===== src/rtl/spi_slave_rx_pkg.sv =====
// Shared SPI definitions: register-select encoding for the DC line, byte
// width and the rx FIFO entry layout.
package spi_slave_rx_pkg;

    localparam logic RS_CMD = 1'b0;
    localparam logic RS_DAT = 1'b1;
    localparam int   BYTE_W = 8;

    typedef struct packed {
        logic              dc;
        logic [BYTE_W-1:0] data;
    } rx_entry_t;

    typedef enum logic {
        ST_IDLE   = 1'b0,
        ST_ACTIVE = 1'b1
    } state_t;

endpackage


===== src/rtl/spi_slave_rx_if.sv =====
// Bundle of SPI pins, rx byte stream, tx response and status flags for the
// SPI responder. The slave modport is the responder side.
interface spi_slave_rx_if;
    import spi_slave_rx_pkg::*;

    logic              spi_cs;
    logic              spi_dc;
    logic              spi_sck;
    logic              spi_mosi;
    logic              spi_miso;
    logic              spi_miso_oe;
    logic [BYTE_W-1:0] rx_data;
    logic              rx_dc;
    logic              rx_valid;
    logic              rx_ready;
    logic [BYTE_W-1:0] tx_data;
    logic              tx_req;
    logic              frame_end;
    logic              err_partial;
    logic              overflow;
    logic              ovf_clr;

    modport slave (
        input  spi_cs, spi_dc, spi_sck, spi_mosi, rx_ready, tx_data, ovf_clr,
        output spi_miso, spi_miso_oe, rx_data, rx_dc, rx_valid, tx_req,
               frame_end, err_partial, overflow
    );

    modport master (
        output spi_cs, spi_dc, spi_sck, spi_mosi, rx_ready, tx_data, ovf_clr,
        input  spi_miso, spi_miso_oe, rx_data, rx_dc, rx_valid, tx_req,
               frame_end, err_partial, overflow
    );

endinterface


===== src/rtl/spi_slave_rx_sync_fifo.sv =====
// First-word-fall-through synchronous FIFO. A write into a full FIFO is
// accepted only when a read happens in the same cycle; reads of an empty
// FIFO are ignored.
module sync_fifo #(
    parameter int W     = 9,
    parameter int DEPTH = 16
) (
    input  logic                     clk,
    input  logic                     rst_n,
    input  logic                     i_wr_en,
    input  logic [W-1:0]             i_wr_data,
    input  logic                     i_rd_en,
    output logic [W-1:0]             o_rd_data,
    output logic                     o_full,
    output logic                     o_empty,
    output logic [$clog2(DEPTH):0]   o_count
);
    localparam int AW = $clog2(DEPTH);
    localparam logic [AW:0] FULL_CNT = (AW+1)'(DEPTH);

    logic [W-1:0]  r_mem [DEPTH];
    logic [AW-1:0] r_wr_ptr;
    logic [AW-1:0] r_rd_ptr;
    logic [AW:0]   r_count;
    logic          w_do_rd;
    logic          w_do_wr;

    assign o_full    = (r_count == FULL_CNT);
    assign o_empty   = (r_count == '0);
    assign o_count   = r_count;
    assign o_rd_data = r_mem[r_rd_ptr];
    assign w_do_rd   = i_rd_en & ~o_empty;
    assign w_do_wr   = i_wr_en & (~o_full | w_do_rd);

    // storage array, no reset needed since reads are qualified by count
    always_ff @(posedge clk) begin
        if (w_do_wr)
            r_mem[r_wr_ptr] <= i_wr_data;
    end

    // pointer and occupancy bookkeeping
    always_ff @(posedge clk or negedge rst_n) begin
        if (!rst_n) begin
            r_wr_ptr <= '0;
            r_rd_ptr <= '0;
            r_count  <= '0;
        end else begin
            if (w_do_wr)
                r_wr_ptr <= r_wr_ptr + AW'(1);
            if (w_do_rd)
                r_rd_ptr <= r_rd_ptr + AW'(1);
            case ({w_do_wr, w_do_rd})
                2'b10:   r_count <= r_count + (AW+1)'(1);
                2'b01:   r_count <= r_count - (AW+1)'(1);
                default: r_count <= r_count;
            endcase
        end
    end

endmodule


===== src/rtl/spi_slave_rx.sv =====
// SPI mode-0 responder with DC tagging. SPI pins are oversampled in the clk
// domain, bytes are deserialised MSB first and queued with their DC flag,
// and a response byte is shifted out on MISO.
//
// state     | meaning
// ----------+------------------------------------------------------------
// ST_IDLE   | CS high (or not yet seen high since reset); SCK ignored
// ST_ACTIVE | frame open; rising SCK samples MOSI, falling SCK shifts MISO
module spi_slave_rx
    import spi_slave_rx_pkg::*;
#(
    parameter int CLK_FRE    = 50,
    parameter int SPI_FRE    = 200,
    parameter int FIFO_DEPTH = 16
) (
    input  logic          clk,
    input  logic          rst_n,
    spi_slave_rx_if.slave bus
);
    localparam int CNT_W = $clog2(BYTE_W);
    localparam int ENT_W = $bits(rx_entry_t);

    if (CLK_FRE * 100 < 8 * SPI_FRE) begin : g_bad_clk
        $error("spi_slave_rx: clk must be at least 8x the maximum SCK");
    end
    if (FIFO_DEPTH < 2 || (FIFO_DEPTH & (FIFO_DEPTH - 1)) != 0) begin : g_bad_depth
        $error("spi_slave_rx: FIFO_DEPTH must be a power of two >= 2");
    end

    logic [2:0]              r_cs_sync;
    logic [2:0]              r_sck_sync;
    logic [1:0]              r_mosi_sync;
    logic [1:0]              r_dc_sync;
    logic [1:0]              r_arm_cnt;
    logic                    r_armed;
    state_t                  r_state;
    logic [CNT_W-1:0]        r_bit_cnt;
    logic [BYTE_W-2:0]       r_rx_shift;
    logic [BYTE_W-2:0]       r_tx_shift;
    logic                    r_skip_fall;
    logic                    r_miso;
    logic                    r_miso_oe;
    logic                    r_tx_req;
    logic                    r_frame_end;
    logic                    r_err_partial;
    logic                    r_push;
    rx_entry_t               r_push_entry;
    logic                    r_overflow;

    logic                    w_cs;
    logic                    w_cs_fall;
    logic                    w_cs_rise;
    logic                    w_sck_rise;
    logic                    w_sck_fall;
    logic                    w_mosi;
    logic                    w_dc;
    logic [CNT_W-1:0]        w_cnt_next;
    logic                    w_full;
    logic                    w_empty;
    logic                    w_pop;
    logic [$clog2(FIFO_DEPTH):0] w_count;
    rx_entry_t               w_head;

    assign w_cs       = r_cs_sync[1];
    assign w_cs_fall  = ~r_cs_sync[1] &  r_cs_sync[2];
    assign w_cs_rise  =  r_cs_sync[1] & ~r_cs_sync[2];
    assign w_sck_rise =  r_sck_sync[1] & ~r_sck_sync[2];
    assign w_sck_fall = ~r_sck_sync[1] &  r_sck_sync[2];
    assign w_mosi     = r_mosi_sync[1];
    assign w_dc       = r_dc_sync[1];
    assign w_cnt_next = w_sck_rise ? r_bit_cnt + CNT_W'(1) : r_bit_cnt;

    // two-flop synchronisers, with a third flop on CS/SCK for edge detection
    always_ff @(posedge clk or negedge rst_n) begin
        if (!rst_n) begin
            r_cs_sync   <= 3'b111;
            r_sck_sync  <= 3'b000;
            r_mosi_sync <= 2'b00;
            r_dc_sync   <= 2'b00;
        end else begin
            r_cs_sync   <= {r_cs_sync[1:0], bus.spi_cs};
            r_sck_sync  <= {r_sck_sync[1:0], bus.spi_sck};
            r_mosi_sync <= {r_mosi_sync[0], bus.spi_mosi};
            r_dc_sync   <= {r_dc_sync[0], bus.spi_dc};
        end
    end

    // after reset, accept a CS fall only once the real pin has been seen high,
    // so a frame already in flight at reset release is ignored entirely
    always_ff @(posedge clk or negedge rst_n) begin
        if (!rst_n) begin
            r_arm_cnt <= 2'd0;
            r_armed   <= 1'b0;
        end else if (!r_armed) begin
            if (r_arm_cnt != 2'd3)
                r_arm_cnt <= r_arm_cnt + 2'd1;
            else if (w_cs)
                r_armed <= 1'b1;
        end
    end

    // frame FSM: byte deserialiser, MISO shifter and frame status pulses
    always_ff @(posedge clk or negedge rst_n) begin
        if (!rst_n) begin
            r_state       <= ST_IDLE;
            r_bit_cnt     <= '0;
            r_rx_shift    <= '0;
            r_tx_shift    <= '0;
            r_skip_fall   <= 1'b0;
            r_miso        <= 1'b0;
            r_miso_oe     <= 1'b0;
            r_tx_req      <= 1'b0;
            r_frame_end   <= 1'b0;
            r_err_partial <= 1'b0;
            r_push        <= 1'b0;
            r_push_entry  <= '0;
        end else begin
            r_tx_req      <= 1'b0;
            r_frame_end   <= 1'b0;
            r_err_partial <= 1'b0;
            r_push        <= 1'b0;
            case (r_state)
                ST_IDLE: begin
                    if (w_cs_fall && r_armed) begin
                        r_state     <= ST_ACTIVE;
                        r_bit_cnt   <= '0;
                        r_tx_shift  <= bus.tx_data[BYTE_W-2:0];
                        r_miso      <= bus.tx_data[BYTE_W-1];
                        r_miso_oe   <= 1'b1;
                        r_tx_req    <= 1'b1;
                        r_skip_fall <= 1'b0;
                    end
                end
                ST_ACTIVE: begin
                    if (w_sck_rise) begin
                        r_rx_shift <= {r_rx_shift[BYTE_W-3:0], w_mosi};
                        r_bit_cnt  <= w_cnt_next;
                        if (r_bit_cnt == CNT_W'(BYTE_W - 1)) begin
                            r_push            <= 1'b1;
                            r_push_entry.dc   <= w_dc;
                            r_push_entry.data <= {r_rx_shift, w_mosi};
                            // reload the response now; the next SCK fall must
                            // not shift, otherwise the new MSB would be lost
                            r_tx_shift        <= bus.tx_data[BYTE_W-2:0];
                            r_miso            <= bus.tx_data[BYTE_W-1];
                            r_tx_req          <= 1'b1;
                            r_skip_fall       <= 1'b1;
                        end
                    end else if (w_sck_fall) begin
                        if (r_skip_fall) begin
                            r_skip_fall <= 1'b0;
                        end else begin
                            r_miso     <= r_tx_shift[BYTE_W-2];
                            r_tx_shift <= {r_tx_shift[BYTE_W-3:0], 1'b0};
                        end
                    end
                    // CS release is handled after any coincident SCK rise
                    if (w_cs_rise) begin
                        r_state       <= ST_IDLE;
                        r_frame_end   <= 1'b1;
                        r_err_partial <= (w_cnt_next != '0);
                        r_miso        <= 1'b0;
                        r_miso_oe     <= 1'b0;
                    end
                end
                default: r_state <= ST_IDLE;
            endcase
        end
    end

    assign w_pop = bus.rx_ready & ~w_empty;

    sync_fifo #(
        .W     (ENT_W),
        .DEPTH (FIFO_DEPTH)
    ) u_fifo (
        .clk       (clk),
        .rst_n     (rst_n),
        .i_wr_en   (r_push),
        .i_wr_data (r_push_entry),
        .i_rd_en   (w_pop),
        .o_rd_data (w_head),
        .o_full    (w_full),
        .o_empty   (w_empty),
        .o_count   (w_count)
    );

    // sticky overflow: a byte lost to a full FIFO beats a same-cycle clear
    always_ff @(posedge clk or negedge rst_n) begin
        if (!rst_n)
            r_overflow <= 1'b0;
        else if (r_push && w_full && !w_pop)
            r_overflow <= 1'b1;
        else if (bus.ovf_clr)
            r_overflow <= 1'b0;
    end

    assign bus.spi_miso    = r_miso;
    assign bus.spi_miso_oe = r_miso_oe;
    assign bus.rx_valid    = (w_count != '0);
    assign bus.rx_data     = w_empty ? '0 : w_head.data;
    assign bus.rx_dc       = w_empty ? 1'b0 : w_head.dc;
    assign bus.tx_req      = r_tx_req;
    assign bus.frame_end   = r_frame_end;
    assign bus.err_partial = r_err_partial;
    assign bus.overflow    = r_overflow;

endmodule


===== src/flat_wrapper.sv =====
// flat-port wrapper written by rule: the top's interface ports become plain ports
module spi_slave_rx_flat import spi_slave_rx_pkg::*;
#(
    parameter int CLK_FRE    = 50,
    parameter int SPI_FRE    = 200,
    parameter int FIFO_DEPTH = 16
)
  (clk, rst_n, bus_spi_cs, bus_spi_dc, bus_spi_sck, bus_spi_mosi, bus_rx_ready, bus_tx_data, bus_ovf_clr, bus_spi_miso, bus_spi_miso_oe, bus_rx_data, bus_rx_dc, bus_rx_valid, bus_tx_req, bus_frame_end, bus_err_partial, bus_overflow);
  spi_slave_rx_if bus_i ();
  input  logic clk;
  input  logic rst_n;
  input wire logic [$bits(bus_i.spi_cs)-1:0] bus_spi_cs;
  input wire logic [$bits(bus_i.spi_dc)-1:0] bus_spi_dc;
  input wire logic [$bits(bus_i.spi_sck)-1:0] bus_spi_sck;
  input wire logic [$bits(bus_i.spi_mosi)-1:0] bus_spi_mosi;
  input wire logic [$bits(bus_i.rx_ready)-1:0] bus_rx_ready;
  input wire logic [$bits(bus_i.tx_data)-1:0] bus_tx_data;
  input wire logic [$bits(bus_i.ovf_clr)-1:0] bus_ovf_clr;
  output wire logic [$bits(bus_i.spi_miso)-1:0] bus_spi_miso;
  output wire logic [$bits(bus_i.spi_miso_oe)-1:0] bus_spi_miso_oe;
  output wire logic [$bits(bus_i.rx_data)-1:0] bus_rx_data;
  output wire logic [$bits(bus_i.rx_dc)-1:0] bus_rx_dc;
  output wire logic [$bits(bus_i.rx_valid)-1:0] bus_rx_valid;
  output wire logic [$bits(bus_i.tx_req)-1:0] bus_tx_req;
  output wire logic [$bits(bus_i.frame_end)-1:0] bus_frame_end;
  output wire logic [$bits(bus_i.err_partial)-1:0] bus_err_partial;
  output wire logic [$bits(bus_i.overflow)-1:0] bus_overflow;
  assign bus_i.spi_cs = bus_spi_cs;
  assign bus_i.spi_dc = bus_spi_dc;
  assign bus_i.spi_sck = bus_spi_sck;
  assign bus_i.spi_mosi = bus_spi_mosi;
  assign bus_i.rx_ready = bus_rx_ready;
  assign bus_i.tx_data = bus_tx_data;
  assign bus_i.ovf_clr = bus_ovf_clr;
  assign bus_spi_miso = bus_i.spi_miso;
  assign bus_spi_miso_oe = bus_i.spi_miso_oe;
  assign bus_rx_data = bus_i.rx_data;
  assign bus_rx_dc = bus_i.rx_dc;
  assign bus_rx_valid = bus_i.rx_valid;
  assign bus_tx_req = bus_i.tx_req;
  assign bus_frame_end = bus_i.frame_end;
  assign bus_err_partial = bus_i.err_partial;
  assign bus_overflow = bus_i.overflow;
  spi_slave_rx #(.CLK_FRE(CLK_FRE), .SPI_FRE(SPI_FRE), .FIFO_DEPTH(FIFO_DEPTH)) u_core (.clk(clk), .rst_n(rst_n), .bus(bus_i));
endmodule

===== config.mk =====
export PLATFORM = sky130hd
export DESIGN_NAME = spi_slave_rx_flat
export DESIGN_NICKNAME = d
export VERILOG_FILES = /design/src/rtl/spi_slave_rx_pkg.sv /design/src/rtl/spi_slave_rx_if.sv /design/src/rtl/spi_slave_rx_sync_fifo.sv /design/src/rtl/spi_slave_rx.sv /design/src/flat_wrapper.sv
export SDC_FILE = /design/constraint.sdc
export NUM_CORES = 1
export LEC_CHECK = 0
export ABC_AREA = 1
export BUFFER_PORTS_ARGS = -buffer_cell sky130_fd_sc_hd__buf_2
export CAP_MARGIN = 20
export CORE_ASPECT_RATIO = 0.8
export CORE_MARGIN = 2
export CORE_UTILIZATION = 60
export CTS_CLUSTER_DIAMETER = 120
export CTS_CLUSTER_SIZE = 30
export DETAILED_ROUTE_END_ITERATION = 10
export PLACE_DENSITY = 0.81
export SETUP_SLACK_MARGIN = 0.2
export SYNTH_ARGS = -nofsm -noshare
export SYNTH_HDL_FRONTEND = slang
export SYNTH_SLANG_ARGS = --single-unit
export TNS_END_PERCENT = 50

===== constraint.sdc =====
create_clock -name clk -period 2.28 [get_ports clk]
set_input_delay 0 -clock clk [delete_from_list [all_inputs] [get_ports clk]]
set_output_delay 0 -clock clk [all_outputs]
set_load 0.05 [all_outputs]

== Word-level counts from Yosys, hierarchy flattened ==
Memory sizes are Yosys's and may differ from the RTL's.
Index checks and enable logic that the tools add are counted.

* Memories kept: 1
* Word-level logic and storage cells: 123
* Bits in registers: 61
* Output and inout bits: 16
* RAM bits: 144
* Input bits: 16

* Equality and inequality tests: 14
* Reduce and logical (&&, ||, !) cells: 17
* Add/subtract/negate cells: 6
* Muxes and demuxes: 46
* Bitwise logic cells: 16

{| class="wikitable"
|+ Memories
! memory !! words !! width !! rd ports !! clocked after Yosys merged registers in !! write ports !! line !! RTL
|-
| u_core.u_fifo.r_mem || 16 || 9 || 1 || 0 || 1 || spi_slave_rx_sync_fifo.sv:21 || <nowiki>logic [W-1:0] r_mem [DEPTH];</nowiki>
|}

{| class="wikitable"
|+ Operators with widths
! kind !! count
|-
| 7-bit 2-to-1 mux || 5
|-
| 1-bit 2-to-1 mux || 29
|-
| 7-bit case mux with 2 select lines || 1
|-
| 4-bit inequality test (second input constant) || 3
|-
| 1-bit case mux with 2 select lines || 5
|-
| 5-bit case mux with 2 select lines || 1
|-
| 3-bit 2-to-1 mux || 3
|-
| 3-bit inequality test (second input constant) || 3
|-
| 4-bit by 1-bit adder with 4-bit output (second input constant) || 2
|-
| 8-bit 2-to-1 mux || 1
|-
| 1-bit NOT || 8
|-
| 2-bit AND reduction || 4
|-
| 4-bit AND reduction || 2
|-
| 1-bit AND || 7
|-
| 2-bit inequality test (second input constant) || 3
|-
| 3-bit case mux with 2 select lines || 1
|-
| 3-bit AND reduction || 2
|-
| 5-bit by 1-bit adder with 5-bit output (second input constant) || 1
|-
| 5-bit == test (second input constant) || 1
|-
| 5-bit logical NOT || 1
|-
| 5-bit nonzero test || 1
|-
| 5-bit by 1-bit subtractor with 5-bit output (second input constant) || 1
|-
| 2-bit nonzero test || 2
|-
| 3-bit by 1-bit adder with 3-bit output (second input constant) || 1
|-
| 9 further kinds || 11
|}

== Logic depth before layout (Yosys ltp) ==
Gate-level depths: netlist of the first run.

* Depth after elaboration: 8
* Mapped depth: 15
* Depth with buffers taken out: 15

== By module ==
A second synthesis of the first run with hierarchy kept.

* Cell total of the unflattened synthesis: 760
* Area, all modules: 8,662.1 um2

{| class="wikitable"
|+ Modules (own cells, without submodules)
! module !! cells an instance !! instances !! area an instance (um2) !! sequential area each (um2)
|-
| sync_fifo || 523 || 1 || 6,560.0 || 4,649.5
|-
| spi_slave_rx || 237 || 1 || 2,102.0 || 1,204.9
|}

== Worst setup path after synthesis of the first run ==
Ideal clock, no wire load.

* Path kind: register to register
* From: reg u_core.u_fifo.r_count[2], in the netlist u_core.u_fifo.o_count[2]
* To: reg u_core.u_fifo.r_count[4], in the netlist u_core.u_fifo.o_count[4]
* Setup time: 0.116 ns
* Clock period less this slack: 1.979 ns
* Arrival time: 1.863 ns
* Path buffers: 0
* Required time: 2.164 ns
* Slack: 0.301 ns
* Cell stages (with the launch flop): 16
* Cell sequence: dfrtp_1 > nor2_1 > nand3_2 > nand3_4 > nand2_1 > nand2_1 > inv_1 > ha_1 > inv_1 > nand2_1 > nand3_1 > nand2_1 > nand3_1 > nand2_1 > nand2_1 > nand2_1

* Cells in the longest elaborated chain, start to end: 8
* Elaborated cells on any way between the ends: 14
* Classes of those cells: add/sub: 2; eq/ne: 3; mux: 1; bitwise: 6; reduce/logical: 2

{| class="wikitable"
|+ Ends and longest elaborated chain
! what !! line !! RTL
|-
| from (decl) || spi_slave_rx_sync_fifo.sv:24 || <nowiki>logic [AW:0] r_count;</nowiki>
|-
| from (signal assigned) || spi_slave_rx_sync_fifo.sv:53 || <nowiki>2'b10: r_count <= r_count + (AW+1)'(1);</nowiki>
|-
| from (signal assigned) || spi_slave_rx_sync_fifo.sv:54 || <nowiki>2'b01: r_count <= r_count - (AW+1)'(1);</nowiki>
|-
| from (signal assigned) || spi_slave_rx_sync_fifo.sv:55 || <nowiki>default: r_count <= r_count;</nowiki>
|-
| 5-bit logical NOT || spi_slave_rx_sync_fifo.sv:29 || <nowiki>assign o_empty = (r_count == '0);</nowiki>
|-
| 1-bit NOT || spi_slave_rx_sync_fifo.sv:32, spi_slave_rx.sv:171 ||
|-
| 1-bit AND || spi_slave_rx.sv:171 || <nowiki>assign w_pop = bus.rx_ready & ~w_empty;</nowiki>
|-
| 1-bit AND || spi_slave_rx_sync_fifo.sv:32 || <nowiki>assign w_do_rd = i_rd_en & ~o_empty;</nowiki>
|-
| 1-bit bitwise OR || spi_slave_rx_sync_fifo.sv:33 || <nowiki>assign w_do_wr = i_wr_en & (~o_full | w_do_rd);</nowiki>
|-
| 1-bit AND || spi_slave_rx_sync_fifo.sv:33 ||
|-
| 2-bit by 1-bit == test with 1-bit output or 2-bit == test (tied branches) || spi_slave_rx_sync_fifo.sv:52 || <nowiki>case ({w_do_wr, w_do_rd})</nowiki>
|-
| 5-bit case mux with 2 select lines or 2-bit nonzero test (tied branches) || n/a ||
|}

Several ways; a longest one is shown, not always the timed one.
A chain may end at the register's enable or synchronous reset.

== Worst setup path after layout of the first run ==
* From: reg u_core.u_fifo.r_rd_ptr[0]
* To: out bus_rx_data[0]

* Cells in the longest elaborated chain, start to end: 2

{| class="wikitable"
|+ Ends and longest elaborated chain
! what !! line !! RTL
|-
| from (decl) || spi_slave_rx_sync_fifo.sv:23 || <nowiki>logic [AW-1:0] r_rd_ptr;</nowiki>
|-
| from (signal assigned) || spi_slave_rx_sync_fifo.sv:51 || <nowiki>r_rd_ptr <= r_rd_ptr + AW'(1);</nowiki>
|-
| memory 16 x 9 bit || n/a ||
|-
| 8-bit 2-to-1 mux || spi_slave_rx.sv:201 || <nowiki>assign bus.rx_data = w_empty ? '0 : w_head.data;</nowiki>
|-
| to (decl) || flat_wrapper.sv:21 || <nowiki>output wire logic [$bits(bus_i.rx_data)-1:0] bus_rx_data;</nowiki>
|}

No other way between the ends.

==> results.cfg, run 1 <==
[outcome]
status = finished clean

[logic_synthesis]
syn_inst = 698
syn_nets = 725
yosysSeqAreaShare_pct = 70.4
ys_warn_count = 0
synth.top_cell.area_share_pct = 52.0
yosysTopAreaCell = edfxtp_1
ys_ff_latch = 205
synth_area_leaders = edfxtp_1 (52%), dfrtp_1 (17%), o21ai_0 (6.2%)
ys_types = 33
syn_area_per_cell_sq_um = 11.9
synth_area_sq_mm = 0.00832

[clock_network]
cts_tree = built
cts_root_buf = clkbuf_16
clk_latency_ns = 0.47
cts_buffer_depth = 3
h-tree-depth = 1
clkTransAtPathRegs_ns = 0.11
clock-sinks = 205
numCtsBuffers = 10

[place]
place_inst = 906
portBuffers = 31
dp_hpwl_um = 11200
gp_congestion = 0.923

[global_route]
overflow = 0
grt_pass1_vias = 5854
track_usage_pct = 27.7
grt_pass1_wl_um = 31000
antenna_found_initial = 0
grt_max_degree = 33

[die]
start_util_pct = 61.4
die_area_sq_mm = 0.0148
die_h_um = 109
io-pin-count = 32
die_w_um = 136
core_area_sq_mm = 0.0136
num_rows = 38

[power_and_ir_drop]
peakVddDrop_mv = 0.891
p_per_area_mw_per_mm2 = 1230
leakage_nw = 4.09
finalPower_w = 0.0123

[sta]
setup_violations = 0
slew-limit-headroom_pct = 50.0
fmax_mhz = 449
hold_violations = 0
grt_setup_unrepaired = yes
finalCriticalPeriod_ns = 2.23
worst_pin_slew_ns = 0.750
drv_slew = 0
min_period_over_period_pct = 97.6
finalClockSkew_ns = 0.0237

[finish]
layout.cells.non_filler = 966
final_common_cell = edfxtp_1
drive_above_1_share_pct = 21.1
finalNetCount = 809
antenna_cells = 0
final_cell_mix = edfxtp_1 (144), nor2_1 (107), o21ai_0 (75)
area_growth_pct = 21.2

[detailed_routing]
drtIter0Drc = 704
firstDrtPassIters = 5
drc = 0
vias_per_cell = 6.32
wl_um = 21900
route.vias.total = 6103
post_drt_wl_per_cell_um = 22.7
ant_nets = 0

[run]
timing.max_cap.violations = 0

[critical_path]
cp.arrival_ns = 2.23
cp.required_ns = 2.28
critPathKind = reg -> out
cp-end-kind = primary output
start_kind = flip-flop
cp_max_fo = 7

[worst_hold_path]
hold_class = in -> async
==> routing by layer <==
metal	global-route usage, %	vias to the layer above	share of wire (%)
met5	0	-	0
met4	9.15	0	4.7
met3	3.96	94	9.9
met2	49.3	427	49
met1	35.5	2952	36
li1	-	2630	-
==> state kept, by name, indices dropped and copies added, names as in the netlist, 2 cells and up <==
signal and flops:
u_core.r_cs_sync 3, u_core.u_fifo.r_rd_ptr 4, u_core.r_arm_cnt 2, u_core.r_mosi_sync 2
u_core.r_dc_sync 2, u_core.u_fifo.o_count 5, u_core.r_tx_shift 7, u_core.r_bit_cnt 3
u_core.r_push_entry 9, u_core.r_sck_sync 3, u_core.r_rx_shift 7, u_core.u_fifo.r_wr_ptr 4
u_core.u_fifo.r_mem 144
==> through the flow <==
step / hold WS, ns / instance area [sq um] / setup slack [ns] / TNS (ns) / util, %
finish: 0.108 / 10100 / 0.0548 / 0 / 74.4
global route: 0.157 / 10100 / -0.0402 / -0.0402 / 74.4
CTS: 0.0966 / 9610 / 0.128 / 0 / 70.9
detailed placement: 0.0770 / 8780 / 0.320 / 0 / 64.8
global placement: 0.0623 / 8780 / 0.413 / 0 / 64.8
floorplan: -0.296 / 8320 / 0.301 / 0 / -
==> power breakdown <==
group,switching [W],internal [W]
Clock,0.00111,0.000903
Combinational,0.00358,0.00244
Sequential,0.000162,0.00415
==> layout make-up <==
class	instances	area (sq um)
clock buffer	15	290
clock inverter	1	6.26
fill	839	3470
inverter	54	238
multi-input combinational	408	2290
sequential	205	5860
tap	180	225
timing repair buffer	102	1160
timing repair inverter	1	6.26
==> what timing repair did <==
item,in CTS,in global routing
pin swaps,10,36
gates resized for setup,45,85
hold buffers,16,0
hold endpoints to repair,44,0
setup buffers,8,8
endpoints found under the setup margin,9,10
cloned,6,6
==> logic make-up (layout without fill, tap and decap cells) <==
group	after synthesis	after routing	synth area share, %
xor gates and xnor gates	9	9	0.948
buffers and inverters	85	173	4.20
muxes	1	1	0.135
and+or+nand+nor	218	218	10.9
adders and majority gates	11	11	1.65
AOI/OAI and AO/OA	169	169	11.7
DFF	205	205	70.4
==> critical path, stage by stage, from the launching register on <==
cell	delay, ns
dfrtp_2	0.45
buf_12	0.16
clkinv_16	0.08
buf_6	0.10
o21ai_1	0.07
o22ai_2	0.14
nor2_1	0.08
nor2_1	0.19
o21ai_1	0.15
a21oi_2	0.17
buf_6	0.18
==> cell usage after synthesis, drive strengths merged <==
| cell | n |
|---|---|
| edfxtp | 144 |
| nor2 | 120 |
| o21ai | 110 |
| nand2 | 67 |
| dfrtp | 58 |
| inv | 52 |
| nand3 | 26 |
| o221ai | 24 |
| clkbuf | 18 |
| o22ai | 14 |
| buf | 13 |
| a21oi | 12 |
| ha | 11 |
| xor2 | 9 |
| o211ai | 6 |
| nand4 | 4 |
| a31oi | 3 |
| dfstp | 3 |
| clkinv | 2 |
| mux2 | 1 |
| or2 | 1 |
==> path summary, 6_finish.rpt <==
| kind | slack, ns | cells past startpoint | start | end |
|---|---|---|---|---|
| max | 0.05 | 10 | u_core.u_fifo.r_rd_ptr[0] | bus_rx_data[0] |
| min | 0.11 | 2 | rst_n | u_core.bus.err_partial |
| max reg2reg | 0.32 | 12 | u_core.u_fifo.o_count[3] | u_core.u_fifo.o_count[4] |
| min reg2reg | 0.35 | 0 | u_core.r_cs_sync[0] | u_core.r_cs_sync[1] |
| max in group asynchronous | 1.46 | 3 | rst_n | u_core.bus.overflow |
| min in group clk | 0.16 | 2 | bus_spi_dc | u_core.r_dc_sync[0] |
Note: power is estimated with default switching activity, not from simulation.
==> run 2: changes to the inputs <==
--- a/config.mk
+++ b/config.mk
@@ -11,9 +11,9 @@
 export CORE_ASPECT_RATIO = 0.8
 export CORE_MARGIN = 2
 export CORE_UTILIZATION = 60
-export CTS_CLUSTER_DIAMETER = 120
 export CTS_CLUSTER_SIZE = 30
 export DETAILED_ROUTE_END_ITERATION = 10
+export GPL_TIMING_DRIVEN = 0
 export PLACE_DENSITY = 0.81
 export SETUP_SLACK_MARGIN = 0.2
 export SYNTH_ARGS = -nofsm -noshare
==> run 2 against run 1 <==
Net effect:
- the run now ends with setup timing left
- utilization up 4.8 points
- count of clock-buffer cells in the layout up 8
- sequential power about the same
- final cell count up 3.3%
- via count up 3.7%
- clock power up 45%
- first-iteration DRC count up 15%
- setup slack worse by 0.22 ns
- worst hold slack worse by 0.079 ns
- sequential share of layout area down 3.5 points
- clock skew up 0.0081 ns
- combinational power up 7.6%
==> results.cfg, run 2 (synthesis results as in run 1) <==
[outcome]
status = finished with violations
violations = setup timing

[finish]
seq_area_sq_mm = 0.00586
finalInstanceArea_sq_mm = 0.0107
drive_above_1_share_pct = 29.3
regMostFlops = u_core.u_fifo.r_mem
top_regs = u_core.u_fifo.r_mem: 144 flops, u_core.r_push_entry: 9 flops
n_fill_cell = 729
multi_input_area_sq_mm = 0.00265
largest_reg_flops = 144
final_cell_mix = edfxtp_1 (144), nor2_1 (95), nand2_1 (61)
finalNetCount = 832
area_growth_pct = 29.0
antenna_cells = 0
final_common_cell = edfxtp_1

[clock_network]
cts_buffer_depth = 3
clk_latency_ns = 0.51
h-tree-depth = 1
clkTransAtPathRegs_ns = 0.08
numCtsBuffers = 19
cts_tree = built
cts_root_buf = clkbuf_16
clock-sinks = 205

[die]
die_w_um = 136
io-pin-count = 32
die_h_um = 109
die_area_sq_mm = 0.0148
num_rows = 38
core_area_sq_mm = 0.0136
start_util_pct = 61.4

[sta]
worst_pin_slew_ns = 0.769
hold_ws_ns = 0.0287
slew-limit-headroom_pct = 48.8
final.setup.worst_slack_ns = -0.167
grt_setup_unrepaired = yes
fmax_mhz = 409
hold_violations = 0
drv_slew = 0
finalCriticalPeriod_ns = 2.45
finalClockSkew_ns = 0.0318
setup_violations = 5
min_period_over_period_pct = 107

[critical_path]
worstRegToRegCells = 7
worstReg2RegEnd = u_core.u_fifo.r_mem[10][4]
timing.rr.start = u_core.u_fifo.o_count[4]
cp-end-kind = primary output
cp.arrival_ns = 2.45
cp_max_fo = 8
start_kind = flip-flop
rrSetupSlack_ns = 0.23
cp.required_ns = 2.28
startpoint = u_core.u_fifo.r_rd_ptr[1]
critPathKind = reg -> out

[detailed_routing]
post_drt_wl_per_cell_um = 24.3
drc = 0
ant_nets = 0
wl_um = 24200
vias_per_cell = 6.34
firstDrtPassIters = 5
drtIter0Drc = 811
route.vias.total = 6326

[global_route]
track_usage_pct = 31.8
grt_max_degree = 41
overflow = 0
antenna_found_initial = 0
grt_pass1_vias = 6407
grt_pass1_wl_um = 34500

[place]
pre_cts_ws_ns = -0.107
dp_hpwl_um = 12700
gp_congestion = 0.884
placed_cell_area_sq_mm = 0.00872
portBuffers = 31

[power_and_ir_drop]
leakage_nw = 4.26
peakVddDrop_mv = 1.06
p_per_area_mw_per_mm2 = 1280

[run]
timing.max_cap.violations = 0

[worst_hold_path]
hold_class = in -> async
run 2: cell count changes in the layout (fill, tap and decap cells not counted), sizes merged:
cell and delta:
buf +3, inv -1, clkinv +10, nor2 +2
clkbuf +18
run 2: metrics by stage:
| stage | power, W | setup TNS (ns) | std cells | util, % |
|---|---|---|---|---|
| floorplan | 0.00711 | 0 | 698 | - |
| global placement | 0.00813 | -0.0240 | 909 | 64.2 |
| detailed placement | 0.00829 | -5.88 | 910 | 64.3 |
| CTS | 0.0129 | 0 | 986 | 76.4 |
| global route | 0.0142 | -0.366 | 998 | 79.2 |
| finish | 0.0138 | -0.385 | 998 | 79.2 |
run 2: report_power, final:
group	switching [W]	leakage (nW)	internal, W
registers	0.000189	2.29	0.00416
clock network	0.00140	0.262	0.00154
logic	0.00393	1.72	0.00255
total	0.00552	4.26	0.00824
run 2: routing by layer:
layer	track usage, %	share of wire (%)	routed length, um	vias to the layer above
met5	0	0	0	-
met4	17.0	4.1	1010	0
met3	6.36	11	2560	87
met2	52.3	49	11800	498
met1	40.7	36	8820	3052
li1	-	-	-	2689
run 2: worst max-delay path, stage by stage (launching register included):
cell	delay (ns)
dfrtp_2	0.46
clkinvlp_4	0.24
buf_6	0.14
buf_6	0.12
o21ai_0	0.13
o221ai_1	0.27
nand3_2	0.18
a21oi_2	0.19
buf_6	0.19
run 2: timing repair:
action                     in CTS  in global routing
buffers inserted               19                 10
cloned                          7                  2
pin swaps                      48                 51
resized for setup             211                 70
hold buffers                   16                  0
setup endpoints to repair     153                146
hold endpoints to repair       74                  0
run 2: worst max path at each step:
stage / endpoint / slack (ns) / cells after the start
2_1_floorplan: u_core.u_fifo.o_count[4] / 0.30 / 15
3_3_place_gp: u_core.u_fifo.r_mem[10][5] / -0.003 / 7
3_5_place_dp: u_core.u_fifo.r_mem[10][5] / -0.11 / 7
4_1_cts: bus_rx_data[4] / 0.04 / 9
5_1_grt: bus_rx_data[2] / -0.15 / 8
6_report: bus_rx_data[2] / -0.17 / 8
run 2: cell type report:
class | count | share of cell area [%]
plain buffers | 31 | 3.88
flip-flops and latches | 205 | 54.6
inverters | 54 | 1.98
repair buffers | 84 | 7.70
clock inverters | 11 | 0.490
well taps | 180 | 2.10
multi-input cells | 410 | 24.7
clock buffers | 23 | 4.57
